**src/rtl/lcd_wb_ctrl.sv**
```systemverilog
// lcd_wb_ctrl: Wishbone front end for the LCD PHY.
// Bus writes of commands, data bytes and RGB565 pixels go into a byte FIFO
// tagged with RS, and the FIFO streams to the PHY over valid/ready. The block
// also holds the LCD control bits and the sticky frame-mark and overflow flags.
module lcd_wb_ctrl #(
    parameter int FIFO_LOG2 = 4
) (
    input  logic        clk,
    input  logic        rst,
    input  logic [31:0] wb_wdata,
    output logic [31:0] wb_rdata,
    input  logic [1:0]  wb_addr,
    input  logic        wb_we,
    input  logic        wb_cyc,
    output logic        wb_ack,
    output logic [7:0]  phy_data,
    output logic        phy_rs,
    output logic        phy_valid,
    input  logic        phy_ready,
    output logic        phy_ena,
    output logic        phy_rst,
    output logic        phy_cs,
    input  logic        phy_mode,
    input  logic        phy_fmark_stb
);

    localparam int DEPTH  = 1 << FIFO_LOG2;
    localparam int LW     = FIFO_LOG2 + 1;
    localparam int DATA_W = 8;

    // FIFO storage: {rs, byte}
    logic [DATA_W:0]     mem [DEPTH];
    logic [FIFO_LOG2-1:0] wptr, rptr;
    logic [LW-1:0]        level;

    // Pending pixel LSB, pushed the cycle after the MSB
    logic                pend_vld_p1;
    logic [DATA_W-1:0]   pend_byte_p1;

    logic ena_r, rst_r, cs_r;
    logic fmark_r, ovf_r;

    logic          req, wr, csr_wr, flush, pop;
    logic          push, pend_set, ovf_set;
    logic [DATA_W:0] push_word;
    logic [LW:0]   occ;
    logic          room1, room2;
    logic [31:0]   status;
    logic          unused_wdata;

    assign unused_wdata = ^wb_wdata[31:16];

    assign req    = wb_cyc & ~wb_ack;
    assign wr     = req & wb_we;
    assign csr_wr = wr & (wb_addr == 2'd0);
    assign flush  = csr_wr & wb_wdata[4];

    // Pending LSB already holds a reserved slot
    assign occ   = {1'b0, level} + (LW+1)'(pend_vld_p1);
    assign room1 = occ <  (LW+1)'(DEPTH);
    assign room2 = occ <= (LW+1)'(DEPTH - 2);

    assign phy_valid = (level != '0);
    assign phy_data  = mem[rptr][DATA_W-1:0];
    assign phy_rs    = mem[rptr][DATA_W];
    assign pop       = phy_valid & phy_ready & ~flush;

    assign phy_ena = ena_r;
    assign phy_rst = rst_r;
    assign phy_cs  = cs_r;

    // Push selection: pending pixel LSB first, then new bus writes
    always_comb begin
        push      = 1'b0;
        push_word = '0;
        pend_set  = 1'b0;
        ovf_set   = 1'b0;
        if (pend_vld_p1) begin
            push      = 1'b1;
            push_word = {1'b1, pend_byte_p1};
        end else if (wr && (wb_addr == 2'd1 || wb_addr == 2'd2)) begin
            if (room1) begin
                push      = 1'b1;
                push_word = {(wb_addr == 2'd2), wb_wdata[7:0]};
            end else begin
                ovf_set = 1'b1;
            end
        end else if (wr && wb_addr == 2'd3) begin
            if (room2) begin
                push      = 1'b1;
                push_word = {1'b1, wb_wdata[15:8]};
                pend_set  = 1'b1;
            end else begin
                ovf_set = 1'b1;
            end
        end
    end

    // Status word as seen by a CSR read
    always_comb begin
        status            = '0;
        status[0]         = ena_r;
        status[1]         = rst_r;
        status[2]         = cs_r;
        status[3]         = phy_mode;
        status[4]         = fmark_r;
        status[5]         = ovf_r;
        status[8]         = (level == '0);
        status[9]         = (level == LW'(DEPTH));
        status[16 +: LW]  = level;
    end

    // Control state: bus handshake, pointers, level, CSR bits, sticky flags
    always_ff @(posedge clk) begin
        if (rst) begin
            wb_ack      <= 1'b0;
            wb_rdata    <= '0;
            wptr        <= '0;
            rptr        <= '0;
            level       <= '0;
            pend_vld_p1 <= 1'b0;
            ena_r       <= 1'b0;
            rst_r       <= 1'b1;
            cs_r        <= 1'b0;
            fmark_r     <= 1'b0;
            ovf_r       <= 1'b0;
        end else begin
            wb_ack   <= req;
            wb_rdata <= (req && !wb_we && wb_addr == 2'd0) ? status : '0;
            if (flush) begin
                wptr        <= '0;
                rptr        <= '0;
                level       <= '0;
                pend_vld_p1 <= 1'b0;
            end else begin
                if (push) wptr <= wptr + 1'b1;
                if (pop)  rptr <= rptr + 1'b1;
                level       <= level + LW'(push) - LW'(pop);
                pend_vld_p1 <= pend_set;
            end
            if (csr_wr) begin
                ena_r <= wb_wdata[0];
                rst_r <= wb_wdata[1];
                cs_r  <= wb_wdata[2];
            end
            if (phy_fmark_stb)
                fmark_r <= 1'b1;
            else if (csr_wr && wb_wdata[3])
                fmark_r <= 1'b0;
            if (ovf_set)
                ovf_r <= 1'b1;
            else if (csr_wr && wb_wdata[5])
                ovf_r <= 1'b0;
        end
    end

    // Datapath: FIFO storage and pixel LSB holding register (no reset)
    always_ff @(posedge clk) begin
        if (push && !flush) mem[wptr] <= push_word;
        if (pend_set) pend_byte_p1 <= wb_wdata[7:0];
    end

endmodule

```
**config.mk**
```make
export PLATFORM = sky130hd
export DESIGN_NAME = lcd_wb_ctrl
export DESIGN_NICKNAME = d
export VERILOG_FILES = /design/src/rtl/lcd_wb_ctrl.sv
export SDC_FILE = /design/constraint.sdc
export NUM_CORES = 1
export LEC_CHECK = 0
export BUFFER_PORTS_ARGS = -buffer_cell sky130_fd_sc_hd__clkbuf_2
export CORE_UTILIZATION = 63
export CTS_CLUSTER_DIAMETER = 200
export DETAILED_ROUTE_END_ITERATION = 10
export GPL_TIMING_DRIVEN = 0
export HOLD_SLACK_MARGIN = 0.03
export PLACE_DENSITY = 0.85
export SYNTH_ARGS = -nofsm -noshare
export SYNTH_HDL_FRONTEND = slang
export SYNTH_SLANG_ARGS = --single-unit
export TNS_END_PERCENT = 1
```
**constraint.sdc**
```tcl
create_clock -name clk -period 4.85 [get_ports clk]
set_clock_uncertainty 0.2 [all_clocks]
set_input_delay 0.2425 -clock clk [delete_from_list [all_inputs] [get_ports clk]]
set_output_delay 0.2425 -clock clk [all_outputs]
set_load 0.05 [all_outputs]
```
Word level (Yosys, flattened, before mapping)
Memories as Yosys holds them, arrays and structs flattened. A register that Yosys moved wholly into a read port is not among the register bits.
Index checks and enable logic that the tools add are counted.
{"block": "totals", "register_bits": 60, "mem_bits_rw": 144, "inputBits": 41, "output_inout_bits": 46, "word_cells": 76, "memories": 1}
{"block": "classes", "addsub": 5, "order_cmp": 2, "eq_ne": 4, "muxes": 25, "n_bitwise": 9, "reduce_logical": 17}
{"memory": "mem", "depth": 16, "width": 9, "rd": 1, "rd_ports_with_merged_regs": 1, "wr": 1, "line_no": "32", "text": "logic [DATA_W:0] mem [DEPTH];"}
{"operator": "two-way mux 9 bit", "n": 5}
{"operator": "two-way mux 1 bit", "n": 18}
{"operator": "adder 4 x 1 -> 4 bit (second input constant)", "n": 2}
{"operator": "two-way mux 4 bit", "n": 2}
{"operator": "logical AND 1 bit", "n": 7}
{"operator": "adder 5 x 1 -> 6 bit", "n": 1}
{"operator": "AND 1 bit", "n": 6}
{"operator": "<= comparator 6 x 4 -> 1 bit (second input constant)", "n": 1}
{"operator": "less-than comparator 6 x 5 -> 1 bit (second input constant)", "n": 1}
{"operator": "adder 5 x 1 -> 5 bit", "n": 1}
{"operator": "equality test 5 bit (second input constant)", "n": 1}
{"operator": "zero test 5 bit", "n": 1}
{"operator": "nonzero test 5 bit", "n": 1}
{"operator": "subtractor 5 x 1 -> 5 bit", "n": 1}
{"operator": "equality test 2 bit (second input constant)", "n": 2}
{"operator": "nonzero test 2 bit", "n": 2}
{"operator": "OR reduction 2 bit", "n": 2}
{"operator": "inverter 1 bit", "n": 3}
{"operator": "equality test 2 x 1 -> 1 bit (second input constant)", "n": 1}
{"operator": "zero test 1 bit", "n": 2}
{"operator": "zero test 2 bit", "n": 1}
{"operator": "logical OR 1 bit", "n": 1}

Depth between registers and ports, before layout
Gate-level depths: netlist of the first run.
{"block": "logic_depth", "depth_word": 10, "depth_mapped": 17, "ltp_nobuf": 17}

Worst setup path before layout of the first run
Ideal clock, no wire load.
{"block": "synth_path", "path_type": "register to register", "start": "register level[2]", "end": "register level[4]", "setup_time_ns": 0.070, "arrival_ns": 2.975, "t_required_ns": 4.580, "path_slack_ns": 1.605, "stages_incl_launch_ff": 15, "path_buffers": 0, "synth_period_minus_slack_ns": 3.245, "cell_sequence": "dfxtp_1 inv_1 ha_1 or4b_2 o211a_1 ha_1 inv_1 ha_1 inv_1 fa_1 inv_1 a21oi_1 nor2_1 or3_1 a21oi_1"}
{"block": "synth_via", "word_cells_on_any_way": 13, "classes_between": "add/sub (3); order compare (2); mux (5); bitwise (2); reduce/logical (1)"}
{"item": "start, declared", "line_no": "34", "text": "logic [LW-1:0] level;"}
{"item": "start signal, assigned", "line_no": "138", "text": "level <= level + LW'(push) - LW'(pop);"}
{"item": "nonzero test 5 bit", "line_no": "63", "text": "assign phy_valid = (level != '0);"}
{"item": "net phy_valid", "line_no": "18", "text": "output logic phy_valid,"}
{"item": "AND 1 bit (2 in series)", "line_no": "66", "text": "assign pop = phy_valid & phy_ready & ~flush;"}
{"item": "net pop", "line_no": "43", "text": "logic req, wr, csr_wr, flush, pop;"}
{"item": "subtractor 5 x 1 -> 5 bit", "line_no": "138"}
The timed path passes the listed nets, and every way through them passes these cells.
A chain may end at the register's enable or synchronous reset.

Worst setup path in the final report of the first run
{"block": "layout_path", "start": "register level[0]", "end": "register level[4]"}
{"block": "layout_via", "elab_chain_len": 8, "word_cells_on_any_way": 13, "classes_between": "add/sub (3); order compare (2); mux (5); bitwise (2); reduce/logical (1)"}
{"item": "adder 5 x 1 -> 6 bit", "line_no": "59", "text": "assign occ = {1'b0, level} + (LW+1)'(pend_vld_p1);"}
{"item": "<= comparator 6 x 4 -> 1 bit", "line_no": "61", "text": "assign room2 = occ <= (LW+1)'(DEPTH - 2);"}
{"item": "two-way mux 1 bit", "line_no": "89", "text": "if (room2) begin"}
{"item": "two-way mux 1 bit", "line_no": "88", "text": "end else if (wr && wb_addr == 2'd3) begin"}
{"item": "two-way mux 1 bit", "line_no": "81", "text": "end else if (wr && (wb_addr == 2'd1 || wb_addr == 2'd2)) begin"}
{"item": "two-way mux 1 bit", "line_no": "78", "text": "if (pend_vld_p1) begin"}
{"item": "adder 5 x 1 -> 5 bit", "line_no": "138"}
{"item": "subtractor 5 x 1 -> 5 bit (*)", "line_no": "138"}
Every way passes the cells marked *; elsewhere a longest branch is shown, timed or not.

==> results.md, run 1 <==
- FF+latch count, synth: 189
- Fill cells: 673
- Setup WS pre-CTS: 0.767 ns
- Iteration-0 DRC Markers: 444
- Final WS setup: 0.754 ns
- Final net count: 605
- Cts repair resizes: 0
- Buf+Inv Stages, Crit Path: 4
- Crit end category: register
- Vias/cell: 6.23
- Number of synthesis warnings: 0
- H-tree level count: 4
- Sum Neg Setup Slack: 0 ns
- Hpwl dp: 10200 um
- Clk_lat worst skew: 0.43 ns
- Via count: 4388
- PortBufs: 50
- Slew Limit Fails: 0
- Die Span X: 113 um
- Mapped Area: 0.00774 mm^2
- Tot GR Track Use: 29.1%
- Drt wl/cell: 24.3 um
- Maximum VDD drop: 0.313 mV
- Initial core utilization: 64.4%
- Clock transition at path regs: 0.07 ns
- Hold buffers post-CTS: 13
- Slew margin rel.: 26.2%
- Antenna violations before repair: 0
- Total CTS buffers: 17
- Ant. Diodes: 0
- CP peak stage delay: 0.45 ns
- Post-Synthesis Cells: 444
- Final setup viols: 0
- Clock Tree Buf Depth: 2
- Clock share of power: 35.0%
- Sequential fraction of the synthesis area: 68.6%
- Ys flop type: edfxtp_1
- Required time worst endpoint: 5.02 ns
- Final period demand of the worst path: 4.10 ns
- Remaining Overflow, GRT: 0
- Core ar.: 0.0120 mm^2
- # IOs: 87
- Crit path arrival time: 4.27 ns
- CP delay by family, top: adder cells
- First-pass GRT wire length: 25900 um
- Area growth syn-to-layout: 16.6%
- Number of global-route vias before repair: 4511
- CTS tree: yes
- CP max-delay cell: a32oi_1
- Comb power frac: 22.3%
- Cell-internal power: 3.06 mW
- Least-Margin Pin Slew: 1.10 ns
- Register area: 0.00531 mm^2
- Leakage: 3.31 nW
- Clock Sinks: 189
- Status: finished clean
- Final hold vios: 0
- Routed WL: 17100 um
- Die height: 113 um
- DRT antenna net count: 0
- Area occupied by multi-input gates: 0.00224 mm^2
- Worst hold path type: primary input to register
- Max FO, Critical Path: 7
- Full die area: 0.0127 mm^2
- Seq pwr share: 42.8%
- Net Sw Power: 1.23 mW
- CP cell instances: ha_1, ha_1, a21o_1, a32oi_1, nor2_1, nor2_1, inv_1, ha_1, inv_1, ha_1, inv_1, fa_1, inv_1, a21oi_1, nor2_1, or3_1, a21oi_1
- Net Sw Frac: 28.6%
- Post-route cell area: 0.00902 mm^2
- Share of layout cells above drive strength 1: 28.9%
- Synth unique cells: 48
- Max Cap Viol: 0
- Initial DRT Pass Iterations: 5
- GPL Wtd Cong: 0.794
- RSZ-0062 raised after global routing: no
- PwrDens: 476 mW/mm^2
- DRC viols: 0
- Largest net degree at the start of global routing: 18
- Ys async rst share: 0%
- Setup Buffers After CTS: 0
- CP startpoint kind: register
- Final Cycle Share: 84.5%
- Mean area per synthesized cell: 17.4 um^2
- Core Rows: 40
- Root Buffer Master: clkbuf_16
- EDFF count, synth: 152
- Fmax: 244 MHz
- DP Area: 0.00824 mm^2
- CP Class: register to register
## synth_stat cells (2+ instances only)
master / count / area share (%)
edfxtp_1: 152 / 59
and3_1: 14 / 1.1
clkbuf_1: 8 / 0.39
and3b_1: 3 / 0.34
o21ai_0: 5 / 0.32
o2111ai_1: 2 / 0.23
dfxtp_1: 37 / 9.6
mux4_2: 45 / 13
buf_1: 5 / 0.24
buf_4: 23 / 2.2
and2_1: 18 / 1.5
xnor2_1: 2 / 0.23
inv_1: 13 / 0.63
nand3b_1: 2 / 0.19
a221o_1: 8 / 1.0
a21oi_1: 11 / 0.71
nor3b_1: 5 / 0.49
a21o_1: 3 / 0.29
nor2_1: 18 / 0.87
nand2b_1: 2 / 0.16
nand3_1: 9 / 0.58
xor2_1: 4 / 0.45
and2_0: 2 / 0.16
ha_1: 19 / 3.1
nand2_1: 7 / 0.34
nor3_1: 5 / 0.32
## placed cells by master (no fill, tap or decap), types with 3 or more instances in the layout
cell type	Yosys	final
clkbuf_16	0	17
a21oi_1	11	11
inv_1	13	13
nor3b_2	1	4
and2_1	18	18
and3b_1	3	3
mux4_2	45	45
a21o_1	3	3
ha_1	19	19
inv_6	0	5
nor2_1	18	18
buf_1	5	5
a221o_1	8	8
dfxtp_1	37	37
clkbuf_1	8	8
edfxtp_1	152	152
clkbuf_2	0	50
nand2_1	7	7
nand3_1	9	9
nor3_1	5	4
clkinv_4	0	3
xor2_1	4	4
bufinv_16	0	4
buf_4	23	23
and3_1	14	14
conb_1	1	19
o21ai_0	5	5
dlygate4sd3_1	0	13
## registers in the layout (all words and copies together), names as in the netlist, named ones only
name / count
mem: 144
wb_rdata: 13
pend_byte_p1: 8
level: 5
rptr: 4
wptr: 4
fmark_r: 1
ovf_r: 1
pend_vld_p1: 1
phy_cs: 1
phy_ena: 1
phy_rst: 1
wb_ack: 1
## routing by layer
metal  global-route usage [%]  up-vias  share of wire, %
li1                         -     1899                 -
met1                     35.4     2230                37
met2                     51.1      229                53
met3                     6.80       30               7.7
met4                     10.5        0               1.8
met5                        0        -                 0
## kinds of logic (layout without fill, tap and decap cells)
| logic type | after synthesis | in the layout | synth area share [%] |
|---|---|---|---|
| flip-flops | 189 | 189 | 68.6 |
| AND/OR/NAND/NOR | 95 | 95 | 7.08 |
| buffers and inverters | 50 | 145 | 3.56 |
| multiplexers | 46 | 46 | 13.2 |
| AO/OA/AOI/OAI | 37 | 37 | 3.49 |
| adder cells (fa/ha/maj) | 20 | 20 | 3.33 |
| XOR/XNOR | 6 | 6 | 0.679 |
| other | 1 | 19 | 0.0485 |
## path summary, 6_finish.rpt
check           start          end  slack [ns]  cells after the start
min             wb_we  wb_rdata[8]        0.09                      3
max reg2reg  level[0]     level[4]        0.75                     17
min reg2reg     ovf_r  wb_rdata[5]        0.26                      1
max          level[0]     level[4]        0.75                     17
## worst min-delay path: stages
cell	delay, ns
clkbuf_2	0.10
and3b_1	0.20
nor2b_1	0.13
## layout make-up
cell class | instances | share of cell area (%)
well taps | 147 | 2.04
clock buffers | 17 | 4.71
flip-flops and latches | 189 | 58.8
clock inverters | 15 | 2.33
multi-input cells | 223 | 24.9
plain buffers | 37 | 2.51
repair buffers | 63 | 4.22
inverters | 13 | 0.541
## metrics by stage
stage | std cells | power, mW | hold WS, ns | util [%]
after floorplan | 462 | 2.59 | 0.141 | -
after global placement | 659 | 2.77 | 0.232 | 68.6
after detailed placement | 659 | 2.80 | 0.234 | 68.6
after CTS | 704 | 4.29 | 0.0793 | 75.0
after global routing | 704 | 4.43 | 0.0857 | 75.1
final | 704 | 4.29 | 0.0853 | 75.1
## power groups by stage
stage / sequential (mW) / combinational (mW) / clock [mW]
after global placement: 1.87 / 0.903 / 0
final: 1.84 / 0.956 / 1.50
after global routing: 1.84 / 1.02 / 1.57
after detailed placement: 1.87 / 0.932 / 0
after floorplan: 1.86 / 0.726 / 0
after CTS: 1.84 / 0.955 / 1.50
(Power assumes the default switching activity.)
==> inputs of run 2 (changes only) <==
--- a/config.mk
+++ b/config.mk
@@ -5,13 +5,14 @@
 export SDC_FILE = /design/constraint.sdc
 export NUM_CORES = 1
 export LEC_CHECK = 0
+export ABC_AREA = 1
 export BUFFER_PORTS_ARGS = -buffer_cell sky130_fd_sc_hd__clkbuf_2
-export CORE_UTILIZATION = 63
+export CORE_UTILIZATION = 53
 export CTS_CLUSTER_DIAMETER = 200
 export DETAILED_ROUTE_END_ITERATION = 10
 export GPL_TIMING_DRIVEN = 0
 export HOLD_SLACK_MARGIN = 0.03
-export PLACE_DENSITY = 0.85
+export PLACE_DENSITY = 0.76
 export SYNTH_ARGS = -nofsm -noshare
 export SYNTH_HDL_FRONTEND = slang
 export SYNTH_SLANG_ARGS = --single-unit
==> constraint.sdc (replaced) <==
create_clock -name clk -period 3.3 [get_ports clk]
set_clock_uncertainty 0.2 [all_clocks]
set_input_delay 0.165 -clock clk [delete_from_list [all_inputs] [get_ports clk]]
set_output_delay 0.165 -clock clk [all_outputs]
set_load 0.05 [all_outputs]
==> run 2 against run 1 <==
  * Combinational power grew 78%
  * Non-clock buffer count grew 19
  * Sequential power grew 47%
  * Die area grew 23%
  * Largest power group unchanged
  * Sequential share of layout area shrank 2.3 points
  * Critical path type unchanged
  * Final cell count grew 45%
  * Synthesized area grew 4.0%
==> results.md, run 2 <==
- Drt wl/cell: 18.7 um (was 24.3 um)
- Crit path arrival time: 3.27 ns (was 4.27 ns)
- Hpwl dp: 13000 um (was 10200 um)
- FF-to-FF End: level[4] (unchanged)
- Clock transition at path regs: 0.07 ns (about the same)
- Maximum VDD drop: 0.447 mV (was 0.313 mV)
- Max Cap Viol: 0 (unchanged)
- PwrDens: 683 mW/mm^2 (was 476 mW/mm^2)
- R2R setup slack: 0.20 ns (was 0.75 ns)
- Non-filler instance count after layout: 1020 (was 704)
- Cell with the most instances on the worst path: inv_1
- Min-Delay Endpoint: wb_rdata[2] (was wb_rdata[8])
- Share of layout cells above drive strength 1: 17.9% (was 28.9%)
- Initial core utilization: 54.7% (was 64.4%)
- Synth unique cells: 34 (was 48)
- Post-Synthesis Cells: 715 (was 444)
- Total CTS buffers: 17 (unchanged)
- Commonest non-fill, non-tap cell in the layout: edfxtp_1 (unchanged)
- Antenna violations before repair: 0 (unchanged)
- Top Registers: mem: 144 flops, wb_rdata: 13 flops, pend_byte_p1: 8 flops (unchanged)
- Sum Neg Setup Slack: 0 ns (unchanged)
- Clk_lat worst skew: 0.44 ns (was 0.43 ns)
- Remaining Overflow, GRT: 0 (unchanged)
- Synth area leaders: edfxtp_1 (57%), dfxtp_1 (9.2%), nor2_1 (7.1%) (was edfxtp_1 (59%), mux4_2 (13%), dfxtp_1 (9.6%))
- Initial DRT Pass Iterations: 7 (was 5)
- Number of global-route vias before repair: 5556 (was 4511)
- PortBufs: 51 (was 50)
- Clock Sinks: 189 (unchanged)
- Most frequent cells after synthesis: edfxtp_1 (152), nor2_1 (152), o21ai_0 (80) (was edfxtp_1 (152), mux4_2 (45), dfxtp_1 (37))
- Die Span X: 125 um (was 113 um)
- Sequential fraction of the synthesis area: 65.9% (was 68.6%)
- Ys flop type: edfxtp_1 (unchanged)
- Mean area per synthesized cell: 11.3 um^2 (was 17.4 um^2)
- Hold path depth: 5 (was 3)
- Max FFs per register: 144 (unchanged)
- Total power: 6.42 mW (was 4.29 mW)
- Top-area cell type share of the netlist area: 56.7% (was 59.0%)
- # IOs: 87 (unchanged)
- CP cell instances: ha_2, ha_2, nand2_1, inv_1, nand2_1, nor2_2, nand2_2, nand3_4, nand2_8, inv_2, ha_1, inv_1, ha_1, inv_1, fa_2, nor2_1, nor2_1, o21bai_1, o21ai_1, a21oi_1 (was ha_1, ha_1, a21o_1, a32oi_1, nor2_1, nor2_1, inv_1, ha_1, inv_1, ha_1, inv_1, fa_1, inv_1, a21oi_1, nor2_1, or3_1, a21oi_1)
- EDFF count, synth: 152 (unchanged)
- Yosys top cell by area: edfxtp_1 (unchanged)
- H-tree level count: 4 (unchanged)
- Largest net degree at the start of global routing: 18 (unchanged)
- Ys async rst share: 0% (unchanged)
- FF+latch count, synth: 189 (unchanged)
- Worst hold path type: primary input to register (unchanged)
- Final Cycle Share: 93.9% (was 84.5%)
- CP startpoint kind: register (unchanged)
- RSZ-0062 raised after global routing: no (unchanged)
- Final setup viols: 0 (unchanged)
- Buf+Inv Stages, Crit Path: 4 (unchanged)
- Number of synthesis warnings: 0 (unchanged)
- CP max-delay cell: dfxtp_4 (was a32oi_1)
- Placed insts: 968 (was 659)
- First-pass GRT wire length: 29700 um (was 25900 um)
- Tightest hold margin: 0.114 ns (was 0.0853 ns)
- Most frequent cells in the layout: edfxtp_1 (152), nor2_1 (151), o21ai_0 (80) (was edfxtp_1 (152), clkbuf_2 (50), mux4_2 (45))
- Die height: 125 um (was 113 um)
- Slew Limit Fails: 0 (unchanged)
- Mapped Area: 0.00805 mm^2 (was 0.00774 mm^2)
- Max FO, Critical Path: 4 (was 7)
- Fill cells: 1124 (was 673)
- CP peak stage delay: 0.37 ns (was 0.45 ns)
- Root Buffer Master: clkbuf_16 (unchanged)
- Vias/cell: 5.56 (was 6.23)
- CTS tree: yes (unchanged)
- Ant. Diodes: 0 (unchanged)
- Via count: 5675 (was 4388)
- Status: finished clean (unchanged)
- Layout Utilization: 63.9% (was 75.1%)
- Hold_sp: wb_addr[1] (was wb_we)
- Crit end category: register (unchanged)
- Tot GR Track Use: 25.6% (was 29.1%)
- DRT antenna net count: 0 (unchanged)
- Worst r2r path cells: 20 (was 17)
- CP Class: register to register (unchanged)
- Core Rows: 44 (was 40)
- Iteration-0 DRC Markers: 615 (was 444)
- Final hold vios: 0 (unchanged)
- Final period demand of the worst path: 3.10 ns (was 4.10 ns)
- Leakage: 3.54 nW (was 3.31 nW)
- Most flops, register: mem (unchanged)
- CP delay by family, top: adder cells (unchanged)
- DRC viols: 0 (unchanged)
- Core ar.: 0.0147 mm^2 (was 0.0120 mm^2)
- Required time worst endpoint: 3.47 ns (was 5.02 ns)
- Fmax: 323 MHz (was 244 MHz)
- Slew margin rel.: 31.5% (was 26.2%)
- Full die area: 0.0157 mm^2 (was 0.0127 mm^2)
- Routed WL: 19000 um (was 17100 um)
- Reg-to-Reg Start: pend_vld_p1 (was level[0])
- Clock Tree Buf Depth: 2 (unchanged)
- GPL Wtd Cong: 0.964 (was 0.794)
- Final net count: 884 (was 605)
- Area growth syn-to-layout: 16.8% (was 16.6%)
- Worst path depth: 20 (was 17)
- Least-Margin Pin Slew: 1.02 ns (was 1.10 ns)
-- run 2: changes by cell type in the layout (fill, tap and decap cells not counted), moves of 7 or more --
cell | previous run | this run
nand3_1 | 9 | 40
mux4_2 | 45 | 0
nand2_1 | 7 | 48
and3_1 | 14 | 0
and2_1 | 18 | 0
a221o_1 | 8 | 0
o21ai_1 | 0 | 10
nor2_1 | 18 | 151
o21ai_0 | 5 | 80
clkbuf_1 | 8 | 20
inv_1 | 13 | 39
nand2_4 | 0 | 7
o211ai_1 | 0 | 36
-- run 2: layout make-up --
type,count,area (um^2),share of cell area [%]
well taps,184,230,2.45
clock buffers,24,526,5.59
plain buffers,48,275,2.93
flip-flops and latches,189,5310,56.5
clock inverters,8,66.3,0.706
multi-input cells,450,2370,25.2
inverters,46,175,1.86
repair buffers,71,443,4.71
-- run 2: kinds of logic after synthesis --
| group | Yosys count | synth area share [%] |
|---|---|---|
| fa+ha+maj | 20 | 3.20 |
| compound gates | 142 | 10.1 |
| buf+inv | 94 | 5.60 |
| simple gates | 267 | 14.9 |
| xor+xnor | 2 | 0.218 |
| other cells | 1 | 0.0466 |
| flops | 189 | 65.9 |
-- run 2: per-stage QoR --
step / setup WS, ns / instance area (um^2)
2_1_floorplan: 0.151 / 8110
3_3_place_gp: -0.0616 / 8600
3_5_place_dp: -0.137 / 8600
4_1_cts: 0.0166 / 9350
5_1_grt: 0.000153 / 9400
6_report: 0.200 / 9400
-- run 2: repair_timing --
item	4_1_cts	5_1_grt
hold buffers	15	0
pin swaps	1	3
setup endpoints to repair	2	2
gates resized for setup	3	5
buffers inserted	1	4
hold endpoints to repair	26	0
-- run 2: where the power goes --
part           total [mW]  leakage [nW]  switching, mW  internal (mW)
sequential           2.71          1.66         0.0616           2.64
combinational        1.70          1.58           1.22          0.490
clock                2.01         0.292          0.875           1.13
-- run 2: worst min-delay path, delay by kind of cell --
family | cells | cell delay, ns
adders and majority gates | 1 | 0.19
and+or+nand+nor | 2 | 0.20
buffers and inverters | 2 | 0.15
-- run 2: metal layers --
metal	vias to the layer above	global-route usage, %	wire length, um
met2	256	43.6	9510
met4	0	10.1	478
li1	2665	-	-
met5	-	0	0
met3	48	5.78	1190
met1	2706	31.9	7870
-- run 2: worst max-delay path by stage --
stage                     start        to
floorplan              level[2]  level[4]
global placement    pend_vld_p1  level[4]
CTS                 pend_vld_p1  level[4]
finish              pend_vld_p1  level[4]
detailed placement  pend_vld_p1  level[4]
global route        pend_vld_p1  level[4]
==> inputs of run 3 (changes only) <==
--- a/config.mk
+++ b/config.mk
@@ -13,6 +13,7 @@
 export GPL_TIMING_DRIVEN = 0
 export HOLD_SLACK_MARGIN = 0.03
 export PLACE_DENSITY = 0.76
+export REMOVE_ABC_BUFFERS = 1
 export SYNTH_ARGS = -nofsm -noshare
 export SYNTH_HDL_FRONTEND = slang
 export SYNTH_SLANG_ARGS = --single-unit
==> run 3 against run 2 <==
  * Power down 1.7%
  * Register-to-register slack about the same
  * Critical path type unchanged
  * The run now ends with DRC left
  * Die area unchanged
  * Wire length down 7.4%
  * Setup slack worse by 0.0099 ns
  * Combinational power down 11%
  * Cell area down 2.4%
  * Utilization down 1.5 points
  * Final cell count down 4.5%
  * Sequential power up 3%
  * Flip-flop and latch count unchanged
  * Sequential share of layout area up 1.4 points
==> results.md, run 3 (synthesis results as in run 2) <==
- Status: finished, violations left (was finished clean)
- Violated checks: DRC
- CP cell instances: ha_4, ha_2, nand2_1, inv_1, nand2_1, nor2_1, nand2_1, nand3_4, nand2_8, inv_2, ha_1, inv_1, ha_2, inv_1, fa_2, nor2_1, nor2_1, o21bai_1, o21ai_1, a21oi_1 (was ha_2, ha_2, nand2_1, inv_1, nand2_1, nor2_2, nand2_2, nand3_4, nand2_8, inv_2, ha_1, inv_1, ha_1, inv_1, fa_2, nor2_1, nor2_1, o21bai_1, o21ai_1, a21oi_1)
- Vias/cell: 5.62 (was 5.56)
- PortBufs: 51 (unchanged)
- Clock Tree Buf Depth: 2 (unchanged)
- Initial DRT Pass Iterations: 8 (was 7)
- Non-filler instance count after layout: 974 (was 1020)
- Area occupied by multi-input gates: 0.00238 mm^2 (was 0.00237 mm^2)
- Maximum VDD drop: 0.468 mV (was 0.447 mV)
- Tightest hold margin: 0.121 ns (was 0.114 ns)
- Required time worst endpoint: 3.48 ns (was 3.47 ns)
- Leakage: 3.38 nW (was 3.54 nW)
- Hold_sp: wb_addr[1] (unchanged)
- Core Rows: 44 (unchanged)
- H-tree level count: 4 (unchanged)
- Largest net degree at the start of global routing: 73 (was 18)
- Final period demand of the worst path: 3.11 ns (was 3.10 ns)
- Initial core utilization: 54.7% (unchanged)
- Number of global-route vias before repair: 5354 (was 5556)
- Fill cells: 1123 (was 1124)
- Worst hold path type: primary input to register (unchanged)
- CP peak stage delay: 0.36 ns (was 0.37 ns)
- Crit end category: register (unchanged)
- Max Cap Viol: 0 (unchanged)
- Total power: 6.31 mW (was 6.42 mW)
- CP startpoint kind: register (unchanged)
- CP Class: register to register (unchanged)
- Routed WL: 17600 um (was 19000 um)
- Die height: 125 um (unchanged)
- Placed insts: 922 (was 968)
- DRT antenna net count: 0 (unchanged)
- Via count: 5478 (was 5675)
- Critical path origin: level[0] (was pend_vld_p1)
- Share of layout cells above drive strength 1: 15.6% (was 17.9%)
- Sum Neg Setup Slack: 0 ns (unchanged)
- Die Span X: 125 um (unchanged)
- First-pass GRT wire length: 27600 um (was 29700 um)
- DP Area: 0.00837 mm^2 (was 0.00860 mm^2)
- Slew margin rel.: 21.2% (was 31.5%)
- Slew Limit Fails: 0 (unchanged)
- Setup WS pre-CTS: -0.592 ns (was -0.137 ns)
- Full die area: 0.0157 mm^2 (unchanged)
- Antenna violations before repair: 0 (unchanged)
- # IOs: 87 (unchanged)
- Core ar.: 0.0147 mm^2 (unchanged)
- Remaining Overflow, GRT: 0 (unchanged)
- GPL Wtd Cong: 0.800 (was 0.964)
- Final WS setup: 0.190 ns (was 0.200 ns)
- Total CTS buffers: 17 (unchanged)
- Final net count: 838 (was 884)
- Area growth syn-to-layout: 14.0% (was 16.8%)
- Drt wl/cell: 18.1 um (was 18.7 um)
- Fmax: 322 MHz (was 323 MHz)
- Tot GR Track Use: 23.4% (was 25.6%)
- Register area: 0.00532 mm^2 (was 0.00531 mm^2)
- CP delay by family, top: adder cells (unchanged)
- Most flops, register: mem (unchanged)
- Layout Utilization: 62.4% (was 63.9%)
- Clock transition at path regs: 0.07 ns (about the same)
- Post-route cell area: 0.00918 mm^2 (was 0.00940 mm^2)
- Reg-to-Reg Start: level[0] (was pend_vld_p1)
- Max FFs per register: 144 (unchanged)
- Ant. Diodes: 0 (unchanged)
- Buf+Inv Stages, Crit Path: 4 (unchanged)
- Final hold vios: 0 (unchanged)
- Crit path arrival time: 3.29 ns (was 3.27 ns)
- Top Registers: mem: 144 flops, wb_rdata: 13 flops, pend_byte_p1: 8 flops (unchanged)
- Least-Margin Pin Slew: 1.18 ns (was 1.02 ns)
- CTS tree: yes (unchanged)
- PwrDens: 688 mW/mm^2 (was 683 mW/mm^2)
- DRC viols: 10 (was 0)
- Final setup viols: 0 (unchanged)
- Max FO, Critical Path: 4 (unchanged)
- Hpwl dp: 10700 um (was 13000 um)
- RSZ-0062 raised after global routing: yes (was no)
- Root Buffer Master: clkbuf_16 (unchanged)
- CP max-delay cell: dfxtp_4 (unchanged)
- Clock Sinks: 189 (unchanged)
- Final Cycle Share: 94.2% (was 93.9%)
- Clk_lat worst skew: 0.44 ns (about the same)
- Most frequent cells in the layout: nor2_1 (152), edfxtp_1 (152), o21ai_0 (80) (was edfxtp_1 (152), nor2_1 (151), o21ai_0 (80))
- Iteration-0 DRC Markers: 493 (was 615)
[run 3: cell types whose count changed in the layout (fill, tap and decap cells not counted), moves of 5 or more]
| cell | change |
|---|---|
| buf_4 | -23 |
| buf_2 | -7 |
| clkbuf_1 | -19 |
| clkinv_2 | +5 |
[run 3: worst paths after layout]
path | endpoint | slack [ns] | cells after the start
setup reg to reg | level[4] | 0.19 | 20
hold reg to reg | wb_rdata[5] | 0.23 | 2
hold / removal | pend_vld_p1 | 0.12 | 6
setup / recovery | level[4] | 0.19 | 20
[run 3: worst register-to-register path: stages, from the launching register on]
cell and delay, ns:
dfxtp_4 0.36, ha_4 0.17, ha_2 0.31, nand2_1 0.04, inv_1 0.04, nand2_1 0.04, nor2_1 0.08, nand2_1 0.10
nand3_4 0.14, nand2_8 0.06, inv_2 0.08, ha_1 0.23, inv_1 0.06, ha_2 0.17, inv_1 0.05, fa_2 0.34
nor2_1 0.11, nor2_1 0.05, o21bai_1 0.21, o21ai_1 0.09, a21oi_1 0.11
[run 3: metal layers]
metal	wire length (um)	track usage, %	vias up
met5	0	0	-
met3	994	5.05	47
met2	8840	39.5	217
met4	540	10.8	0
met1	7260	28.9	2643
li1	-	-	2571
[run 3: timing repair]
action	CTS	global route
setup endpoints to repair	181	13
gates resized for setup	4	7
hold endpoints to repair	23	0
pin swaps	2	3
hold buffers	15	0
buffers inserted	4	1
[run 3: power by group]
part	switching [mW]	internal [mW]
combinational	1.04	0.463
sequential	0.129	2.65
clock	0.851	1.18
total	2.02	4.29
[run 3: cell type report]
class                   instances  area share, %
inverters                      46           1.94
flip-flops and latches        189           58.0
well taps                     184           2.51
clock inverters                14           1.65
repair buffers                 73           5.35
clock buffers                  18           4.68
multi-input cells             450           25.9
